--- config.mk ---
export PLATFORM = sky130hd
export DESIGN_NAME = prog_mod_counter_flat
export DESIGN_NICKNAME = d
export VERILOG_FILES = /design/src/rtl/prog_mod_counter_if.sv /design/src/rtl/prog_mod_counter.sv /design/src/flat_wrapper.sv
export SDC_FILE = /design/constraint.sdc
export NUM_CORES = 1
export LEC_CHECK = 0
export BUFFER_PORTS_ARGS = -buffer_cell sky130_fd_sc_hd__buf_4
export CORE_MARGIN = 2
export CORE_UTILIZATION = 59
export CTS_CLUSTER_SIZE = 14
export DETAILED_ROUTE_END_ITERATION = 7
export PLACE_DENSITY = 0.8
export SKIP_CTS_REPAIR_TIMING = 1
export SLEW_MARGIN = 20
export SYNTH_ARGS = -nofsm -noshare
export SYNTH_HDL_FRONTEND = slang
export SYNTH_SLANG_ARGS = --single-unit
--- constraint.sdc ---
create_clock -name clk -period 5.2 [get_ports clk]
set_clock_uncertainty 0.2 [all_clocks]
set_input_delay 0.26 -clock clk [delete_from_list [all_inputs] [get_ports clk]]
set_output_delay 0.26 -clock clk [all_outputs]
set_load 0.01 [all_outputs]
--- src/rtl/prog_mod_counter_if.sv ---
// prog_mod_counter_if: control, serial-load and output bundle for prog_mod_counter.
// The presc field exists only when PROG_MOD_COUNTER_PRESCALE_EN is defined.
interface prog_mod_counter_if #(parameter int WIDTH = 8);
  logic load, ld_lim, sdi, sclk, up, en, oe;
  logic [1:0] mode;
  logic [WIDTH-1:0] count, count_oeb;
  logic tc, done;
`ifdef PROG_MOD_COUNTER_PRESCALE_EN
  logic [3:0] presc;
  modport master (output load, ld_lim, sdi, sclk, up, en, mode, oe, presc,
                  input count, count_oeb, tc, done);
  modport slave (input load, ld_lim, sdi, sclk, up, en, mode, oe, presc,
                 output count, count_oeb, tc, done);
`else
  modport master (output load, ld_lim, sdi, sclk, up, en, mode, oe,
                  input count, count_oeb, tc, done);
  modport slave (input load, ld_lim, sdi, sclk, up, en, mode, oe,
                 output count, count_oeb, tc, done);
`endif
endinterface

--- src/rtl/prog_mod_counter.sv ---
// prog_mod_counter: up/down wrap/saturate/one-shot counter with serially loaded count and limit.
// Optional prescaler enabled by PROG_MOD_COUNTER_PRESCALE_EN.
module prog_mod_counter #(
  parameter int WIDTH       = 8,
  parameter int SYNC_STAGES = 2
) (
  input logic            clk,
  input logic            arst_n,
  prog_mod_counter_if.slave bus
);
  logic [SYNC_STAGES-1:0] sclk_sync_q, sdi_sync_q;
  logic                   sclk_prev_q;
  logic [WIDTH-1:0]       shreg_q, lim_q, count_q, count_d, step_val;
  logic                   tc_q, tc_d, done_q, done_d;
  logic                   shift, tick, step, at_top, at_bot, wrap, one_shot, terminal;

  assign shift = sclk_sync_q[SYNC_STAGES-1] & ~sclk_prev_q;

`ifdef PROG_MOD_COUNTER_PRESCALE_EN
  logic [3:0] presc_q;
  assign tick = presc_q == bus.presc;
  always_ff @(posedge clk or negedge arst_n)
    if (!arst_n) presc_q <= '0;
    else presc_q <= (bus.load | ~bus.en | tick) ? 4'd0 : presc_q + 4'd1;
`else
  assign tick = 1'b1;
`endif

  always_comb begin
    at_top   = count_q >= lim_q;
    at_bot   = count_q == '0;
    wrap     = ~(bus.mode[1] ^ bus.mode[0]);
    one_shot = bus.mode == 2'b10;
    terminal = bus.up ? at_top : at_bot;
    step     = bus.en & ~done_q & ~bus.load & tick;
    step_val = bus.up ? (at_top ? (wrap ? '0 : count_q) : count_q + WIDTH'(1))
                      : (at_bot ? (wrap ? lim_q : count_q) : count_q - WIDTH'(1));
    count_d  = bus.load ? shreg_q : step ? step_val : count_q;
    done_d   = ~bus.load & (done_q | (step & terminal & one_shot));
    // tc marks only the arrival at the terminal value, never a hold there
    tc_d     = step & (step_val != count_q) & (step_val == (bus.up ? lim_q : '0));
  end

  always_ff @(posedge clk or negedge arst_n)
    if (!arst_n) begin
      sclk_sync_q <= '0;
      sdi_sync_q  <= '0;
      sclk_prev_q <= 1'b0;
      shreg_q     <= '0;
      lim_q       <= '1;
      count_q     <= '0;
      tc_q        <= 1'b0;
      done_q      <= 1'b0;
    end else begin
      sclk_sync_q <= {sclk_sync_q[SYNC_STAGES-2:0], bus.sclk};
      sdi_sync_q  <= {sdi_sync_q[SYNC_STAGES-2:0], bus.sdi};
      sclk_prev_q <= sclk_sync_q[SYNC_STAGES-1];
      if (shift) shreg_q <= {shreg_q[WIDTH-2:0], sdi_sync_q[SYNC_STAGES-1]};
      if (bus.ld_lim) lim_q <= shreg_q;
      count_q <= count_d;
      tc_q    <= tc_d;
      done_q  <= done_d;
    end

  assign bus.count     = count_q;
  assign bus.count_oeb = {WIDTH{~bus.oe}};
  assign bus.tc        = tc_q;
  assign bus.done      = done_q;
endmodule

--- src/flat_wrapper.sv ---
// flat-port wrapper written by rule: the top's interface ports become plain ports
module prog_mod_counter_flat 
#(
  parameter int WIDTH       = 8,
  parameter int SYNC_STAGES = 2
)
  (clk, arst_n, bus_load, bus_ld_lim, bus_sdi, bus_sclk, bus_up, bus_en, bus_mode, bus_oe, bus_count, bus_count_oeb, bus_tc, bus_done);
  prog_mod_counter_if #(.WIDTH(WIDTH)) bus_i ();
  input logic clk;
  input logic arst_n;
  input wire logic [$bits(bus_i.load)-1:0] bus_load;
  input wire logic [$bits(bus_i.ld_lim)-1:0] bus_ld_lim;
  input wire logic [$bits(bus_i.sdi)-1:0] bus_sdi;
  input wire logic [$bits(bus_i.sclk)-1:0] bus_sclk;
  input wire logic [$bits(bus_i.up)-1:0] bus_up;
  input wire logic [$bits(bus_i.en)-1:0] bus_en;
  input wire logic [$bits(bus_i.mode)-1:0] bus_mode;
  input wire logic [$bits(bus_i.oe)-1:0] bus_oe;
  output wire logic [$bits(bus_i.count)-1:0] bus_count;
  output wire logic [$bits(bus_i.count_oeb)-1:0] bus_count_oeb;
  output wire logic [$bits(bus_i.tc)-1:0] bus_tc;
  output wire logic [$bits(bus_i.done)-1:0] bus_done;
  assign bus_i.load = bus_load;
  assign bus_i.ld_lim = bus_ld_lim;
  assign bus_i.sdi = bus_sdi;
  assign bus_i.sclk = bus_sclk;
  assign bus_i.up = bus_up;
  assign bus_i.en = bus_en;
  assign bus_i.mode = bus_mode;
  assign bus_i.oe = bus_oe;
  assign bus_count = bus_i.count;
  assign bus_count_oeb = bus_i.count_oeb;
  assign bus_tc = bus_i.tc;
  assign bus_done = bus_i.done;
  prog_mod_counter #(.WIDTH(WIDTH), .SYNC_STAGES(SYNC_STAGES)) u_core (.clk(clk), .arst_n(arst_n), .bus(bus_i));
endmodule
==> results_dict.tcl, run 1 <==
set metrics [dict create \
    status "finished clean" \
    drc 0 \
    drv_slew 0 \
    p_int_uw 734 \
    fillCellCount 359 \
    hold_violations 0 \
    ys_top_cells_by_count "31 x o21ai_0, 28 x nand2_1, 28 x nor2_1, 24 x a21oi_1, 23 x dfrtp_1" \
    ys_ff_latch 31 \
    async_flop_share_pct 100 \
    holdCritPathClass "primary input to flip-flop" \
    timing.final.crit_share_pct 78.9 \
    dr.pass1.iters 6 \
    fp-row-count 23 \
    place_congestion 0.960 \
    drive_gt1_share_pct 18.5 \
    die-area_sq_um 4860 \
    cts_buffers 5 \
    critPathCaptureType "flip-flop" \
    drt_iter0_markers 376 \
    cts.sinks 31 \
    synth_cell_types 56 \
    synth.avg_cell_area_sq_um 7.99 \
    synth_area_sq_um 2550 \
    period_minus_slack_ns 4.10 \
    netlist_instances 319 \
    p_leak_uw 0.00123 \
    rsz0062_at_grt "no" \
    yosysTopAreaCell "dfrtp_1" \
    clock_latency_ns 0.29 \
    swShare_pct 48.2 \
    synth_most_common_cell "o21ai_0" \
    synth-edff-count 0 \
    ff2ff_path_depth 12 \
    power_frac_seq_pct 32.7 \
    yosys_most_used_dff "dfrtp_1" \
    power.density_nw_per_um2 506 \
    initial_core_util_pct 62.4 \
    htreeDepth 2 \
    area_growth_pct 9.92 \
    cp-start-kind "flip-flop" \
    post-dp-hpwl_mm 5.06 \
    cap_violations 0 \
    setup_viol 0 \
    ant_nets 0 \
    combPwrFrac_pct 54.5 \
    yosysWarnings 0 \
    wire_per_inst_um 18.5 \
    regArea_sq_um 786 \
    p_clk_share_pct 12.8 \
    grt_pass1_vias 2299 \
    holdPathStages 2 \
    num_vias 2525 \
    core_sq_um 4090 \
    ys_seq_area_share_pct 30.8 \
    grt_use_total_pct 29.6 \
    crit_type "flip-flop to flip-flop" \
    antenna_found_initial 0 \
    slew_headroom_pct 48.0 \
    synth_top_cell_area_share_pct 22.6 \
    ios 29 \
    grt_max_degree 36 \
    multi_input_area_sq_um 1560 \
    fin_total_pwr_uw 1420 \
    die_h_um 69.7 \
    cts.path.max_buffers 2 \
    cp.required_ns 5.18 \
    fmax_mhz 244 \
    die_w_um 69.7 \
    max-vdd-ir-drop_mv 0.374 \
    vias_per_cell 6.64 \
    grt_pass1_wl_mm 11.5 \
    cts_root_buf "clkbuf_8" \
    critPathMaxFanout 14 \
    routed_wl_mm 7.03 \
    synth_nets 342 \
    p_sw_uw 683 \
    n_antenna_cell 0 \
    synth_area_leaders "dfrtp_1 23%, dfstp_2 8.2%, o21ai_0 6.1%" \
    grt_overflow_total 0 \
    worstPathArrival_ns 4.09 \
    fin_tns_setup_ns 0 \
    nets 352 \
    path_clk_slew_ns 0.07 \
    cts_tree "yes" \
    worst_pin_slew_ns 0.773 \
    io_buffers 28 \
]
[flip-flops by register name (all words and copies together), names as in the netlist]
name,cells
u_core.lim_q,8
u_core.bus.count,8
u_core.sclk_sync_q,2
u_core.sclk_prev_q,1
u_core.sdi_sync_q,2
u_core.bus.done,1
u_core.shreg_q,8
u_core.bus.tc,1
[critical path, stage by stage, from the launching register on]
cell and delay, ns:
dfrtp_1 0.50, inv_1 0.18, ha_1 0.31, nand2b_1 0.14
a2111oi_1 0.50, o21ai_0 0.25, a21oi_1 0.19, buf_4 0.22
mux2i_1 0.11, a2111oi_2 0.36, o221ai_1 0.16, or4b_1 0.55
a2111oi_2 0.33
[layout by cell type, fill, tap and decap left out, drive strengths merged, types with 10 or more instances in the layout]
master / instances
nand2: 28
nor2: 28
a21oi: 24
buf: 29
mux2: 10
nor3: 13
dfrtp: 23
ha: 12
o21ai: 32
inv: 16
[power groups by stage]
stage	logic (uW)	clock network [uW]	registers, uW
CTS	753	186	457
global placement	731	0	458
detailed placement	746	0	461
floorplan	588	0	397
global route	851	196	478
finish	772	182	463
[area by class of cell]
class	instances	area share, %
multi-input cells	243	55.7
flip-flops and latches	31	28.0
well taps	50	2.23
clock buffers	6	2.59
inverters	16	2.14
clock inverters	2	0.447
repair buffers	32	8.84
[routing by layer]
| layer | up-vias | GRT usage (%) | part of all wire (%) |
|---|---|---|---|
| met5 | - | 0 | 0 |
| met4 | 0 | 13.2 | 3.9 |
| met3 | 31 | 6.25 | 8.6 |
| met2 | 172 | 44.4 | 45 |
| met1 | 1138 | 41.2 | 43 |
| li1 | 1184 | - | - |
[cells by family after synthesis]
kind of cell | Yosys count | synth area share [%]
xor gates and xnor gates | 2 | 0.687
buffers and inverters | 45 | 7.95
DFF | 31 | 30.8
muxes | 15 | 6.38
AOI/OAI and AO/OA | 112 | 29.1
and+or+nand+nor | 102 | 19.2
adders and majority gates | 12 | 5.89
[metrics by stage]
step | hold slack (ns) | cell area, sq um | worst slack, ns | instances | util (%)
2_1_floorplan | -0.236 | 2550 | 1.28 | 319 | -
3_3_place_gp | 0.00405 | 2690 | 1.26 | 369 | 65.7
3_5_place_dp | 0.00543 | 2690 | 1.20 | 369 | 65.7
4_1_cts | -0.304 | 2770 | 1.17 | 377 | 67.8
5_1_grt | 0.0646 | 2800 | 0.827 | 380 | 68.6
6_report | 0.0427 | 2800 | 1.10 | 380 | 68.6
[worst paths after layout]
path	slack [ns]	startpoint	endpoint
setup / recovery	1.10	u_core.bus.count[0]	u_core.bus.tc
hold / removal	0.04	bus_ld_lim	u_core.lim_q[5]
setup reg to reg	1.10	u_core.bus.count[0]	u_core.bus.tc
hold reg to reg	0.16	u_core.sclk_sync_q[0]	u_core.sclk_sync_q[1]
max in group asynchronous	4.22	arst_n	u_core.lim_q[0]
min in group asynchronous	0.26	arst_n	u_core.shreg_q[5]
(Power assumes the default switching activity.)
==> run 2: changes to the inputs <==
Settings changed: ABC_AREA set to 1, CORE_UTILIZATION 59 to 53, PLACE_DENSITY 0.8 to 0.76.
Clock period 5.2 ns to 3.3 ns, I/O delays scaled along.
==> results_dict.tcl, run 2 <==
set metrics [dict create \
    max-vdd-ir-drop_mv 0.537 \
    grt_max_degree 32 \
    wl_met3_um 414 \
    worst_pin_slew_ns 0.700 \
    critPathMaxFanout 12 \
    layout.cells.non_filler 441 \
    slowest_stage "dfrtp_1" \
    dp_cells 428 \
    slowest_delay_ns 0.69 \
    cts_root_buf "clkbuf_8" \
    drc 0 \
    power.density_nw_per_um2 819 \
    highest_layer "met4" \
    grt_pass1_vias 2159 \
    ys_seq_area_share_pct 31.6 \
    synth_most_common_cell "nand2_1" \
    yosysWarnings 0 \
    cts.path.max_buffers 2 \
    die-area_sq_um 5260 \
    die_w_um 72.5 \
    drive_gt1_share_pct 18.5 \
    rsz0062_at_grt "no" \
    grt_overflow_total 0 \
    synth.avg_cell_area_sq_um 6.87 \
    fin_total_pwr_uw 2300 \
    period_minus_slack_ns 2.69 \
    yosys_most_used_dff "dfrtp_1" \
    ios 29 \
    clock_latency_ns 0.28 \
    cts_tree "yes" \
    r2r_end "u_core.bus.tc" \
    drv_slew 0 \
    fin_ws_ns 0.605 \
    initial_core_util_pct 56.0 \
    cap_violations 0 \
    ys_top_cells_by_count "122 x nand2_1, 50 x nand3_1, 34 x inv_1, 25 x nor2_1, 23 x dfrtp_1" \
    placed_area_sq_um 2660 \
    hold_violations 0 \
    vias_per_cell 5.51 \
    final_common_cell "nand2_1" \
    wl_met1_mm 2.84 \
    setup_viol 0 \
    cts_buffers 5 \
    ys_ff_latch 31 \
    post-place-ws_ns 0.649 \
    slew_headroom_pct 53.1 \
    fmax_mhz 371 \
    met2_length_mm 2.88 \
    synth_area_leaders "dfrtp_1 23%, nand2_1 18%, nand3_1 10%" \
    cp-start-kind "flip-flop" \
    most-common-layout-cells "122 x nand2_1, 50 x nand3_1, 34 x inv_1" \
    synth-edff-count 0 \
    io_buffers 28 \
    critPathCaptureType "flip-flop" \
    fin_tns_setup_ns 0 \
    worstPathArrival_ns 2.67 \
    synth_top_cell_area_share_pct 23.1 \
    dr.pass1.iters 5 \
    cp.required_ns 3.27 \
    die_h_um 72.5 \
    ff2ff_path_depth 17 \
    nets 411 \
    r2r-start "u_core.bus.count[3]" \
    netlist_instances 362 \
    fp-row-count 24 \
    fin_area_sq_um 2810 \
    drt_iter0_markers 270 \
    synth_area_sq_um 2490 \
    antenna_found_initial 0 \
    startpoint "u_core.bus.count[3]" \
    post-dp-hpwl_mm 4.74 \
    reg2reg_slack_ns 0.61 \
    grt_use_total_pct 25.5 \
    routed_wl_mm 6.27 \
    critical_path.cell_chain "ha_1, nand2_1, nor2_1, nor2_1, nand2_1, nand2_2, nand2_2, nand2_1, nand3_1, nand2_2, nand2_1, nand2_1, clkinv_1, nand2_1, nor2_1, nand2_1, nor2_1" \
    path_clk_slew_ns 0.07 \
    wire_per_inst_um 14.2 \
    crit_top_cell "nand2_1" \
    grt_pass1_wl_mm 10.4 \
    htreeDepth 2 \
    ant_nets 0 \
    timing.final.crit_share_pct 81.7 \
    num_vias 2429 \
    status "finished clean" \
    async_flop_share_pct 100 \
    p_leak_uw 0.00146 \
    core_sq_um 4440 \
    n_antenna_cell 0 \
    area_growth_pct 12.7 \
    synth_nets 385 \
    holdCritPathClass "primary input to flip-flop" \
    crit_type "flip-flop to flip-flop" \
    yosysTopAreaCell "dfrtp_1" \
    cts.sinks 31 \
    place_congestion 1.00 \
    synth_cell_types 35 \
    endpoint "u_core.bus.tc" \
]
run 2: layout make-up:
class	instances	area (sq um)
Inverter	41	155
Clock buffer	7	86.3
Fill cell	403	1640
Clock inverter	1	5.00
Sequential cell	31	786
Tap cell	52	65.1
Multi-Input combinational cell	273	1430
Timing Repair Buffer	36	283
run 2: per-layer routing:
| layer | vias to the layer above | GRT usage [%] |
|---|---|---|
| met5 | - | 0 |
| met4 | 0 | 10.5 |
| met3 | 13 | 3.19 |
| met2 | 100 | 39.9 |
| met1 | 1104 | 35.7 |
| li1 | 1212 | - |
run 2: cells by family (layout without fill, tap and decap cells):
| family | count (synthesis) | in the layout | share of synthesized area (%) |
|---|---|---|---|
| compound gates | 34 | 34 | 8.10 |
| xor+xnor | 4 | 4 | 1.41 |
| fa+ha+maj | 12 | 12 | 6.03 |
| buf+inv | 58 | 85 | 11.2 |
| flops | 31 | 31 | 31.6 |
| mux | 6 | 6 | 2.71 |
| simple gates | 217 | 217 | 39.0 |
run 2: through the flow:
step                      utilization [%]  hold WS [ns]
final                                63.1        0.0745
after global routing                 63.1         0.106
after CTS                            62.0        -0.389
after detailed placement             59.9       -0.0903
after global placement               59.9       -0.0931
after floorplan                         -        -0.331
run 2: worst min-delay path by stage:
stage | startpoint | end | slack, ns | cells past startpoint
after CTS | arst_n | u_core.sclk_sync_q[1] | -0.39 | 1
after global placement | arst_n | u_core.sclk_sync_q[0] | -0.09 | 1
final | bus_en | u_core.bus.count[5] | 0.07 | 3
after global routing | bus_en | u_core.bus.count[5] | 0.11 | 3
after detailed placement | arst_n | u_core.sclk_sync_q[1] | -0.09 | 1
after floorplan | arst_n | u_core.bus.count[0] | -0.33 | 0
run 2: power breakdown:
group / leakage, uW / total [uW] / internal [uW] / switching (uW)
logic: 0.00104 / 1360 / 498 / 862
clock network: 0.0000482 / 301 / 168 / 133
registers: 0.000364 / 637 / 500 / 136
run 2: worst max-delay path, delay by kind of cell, from the launching register on:
kind,cells,cell delay [ns]
AND/OR/NAND/NOR,15,1.32
flip-flops,1,0.69
adder cells (fa/ha/maj),1,0.34
buffers and inverters,1,0.05
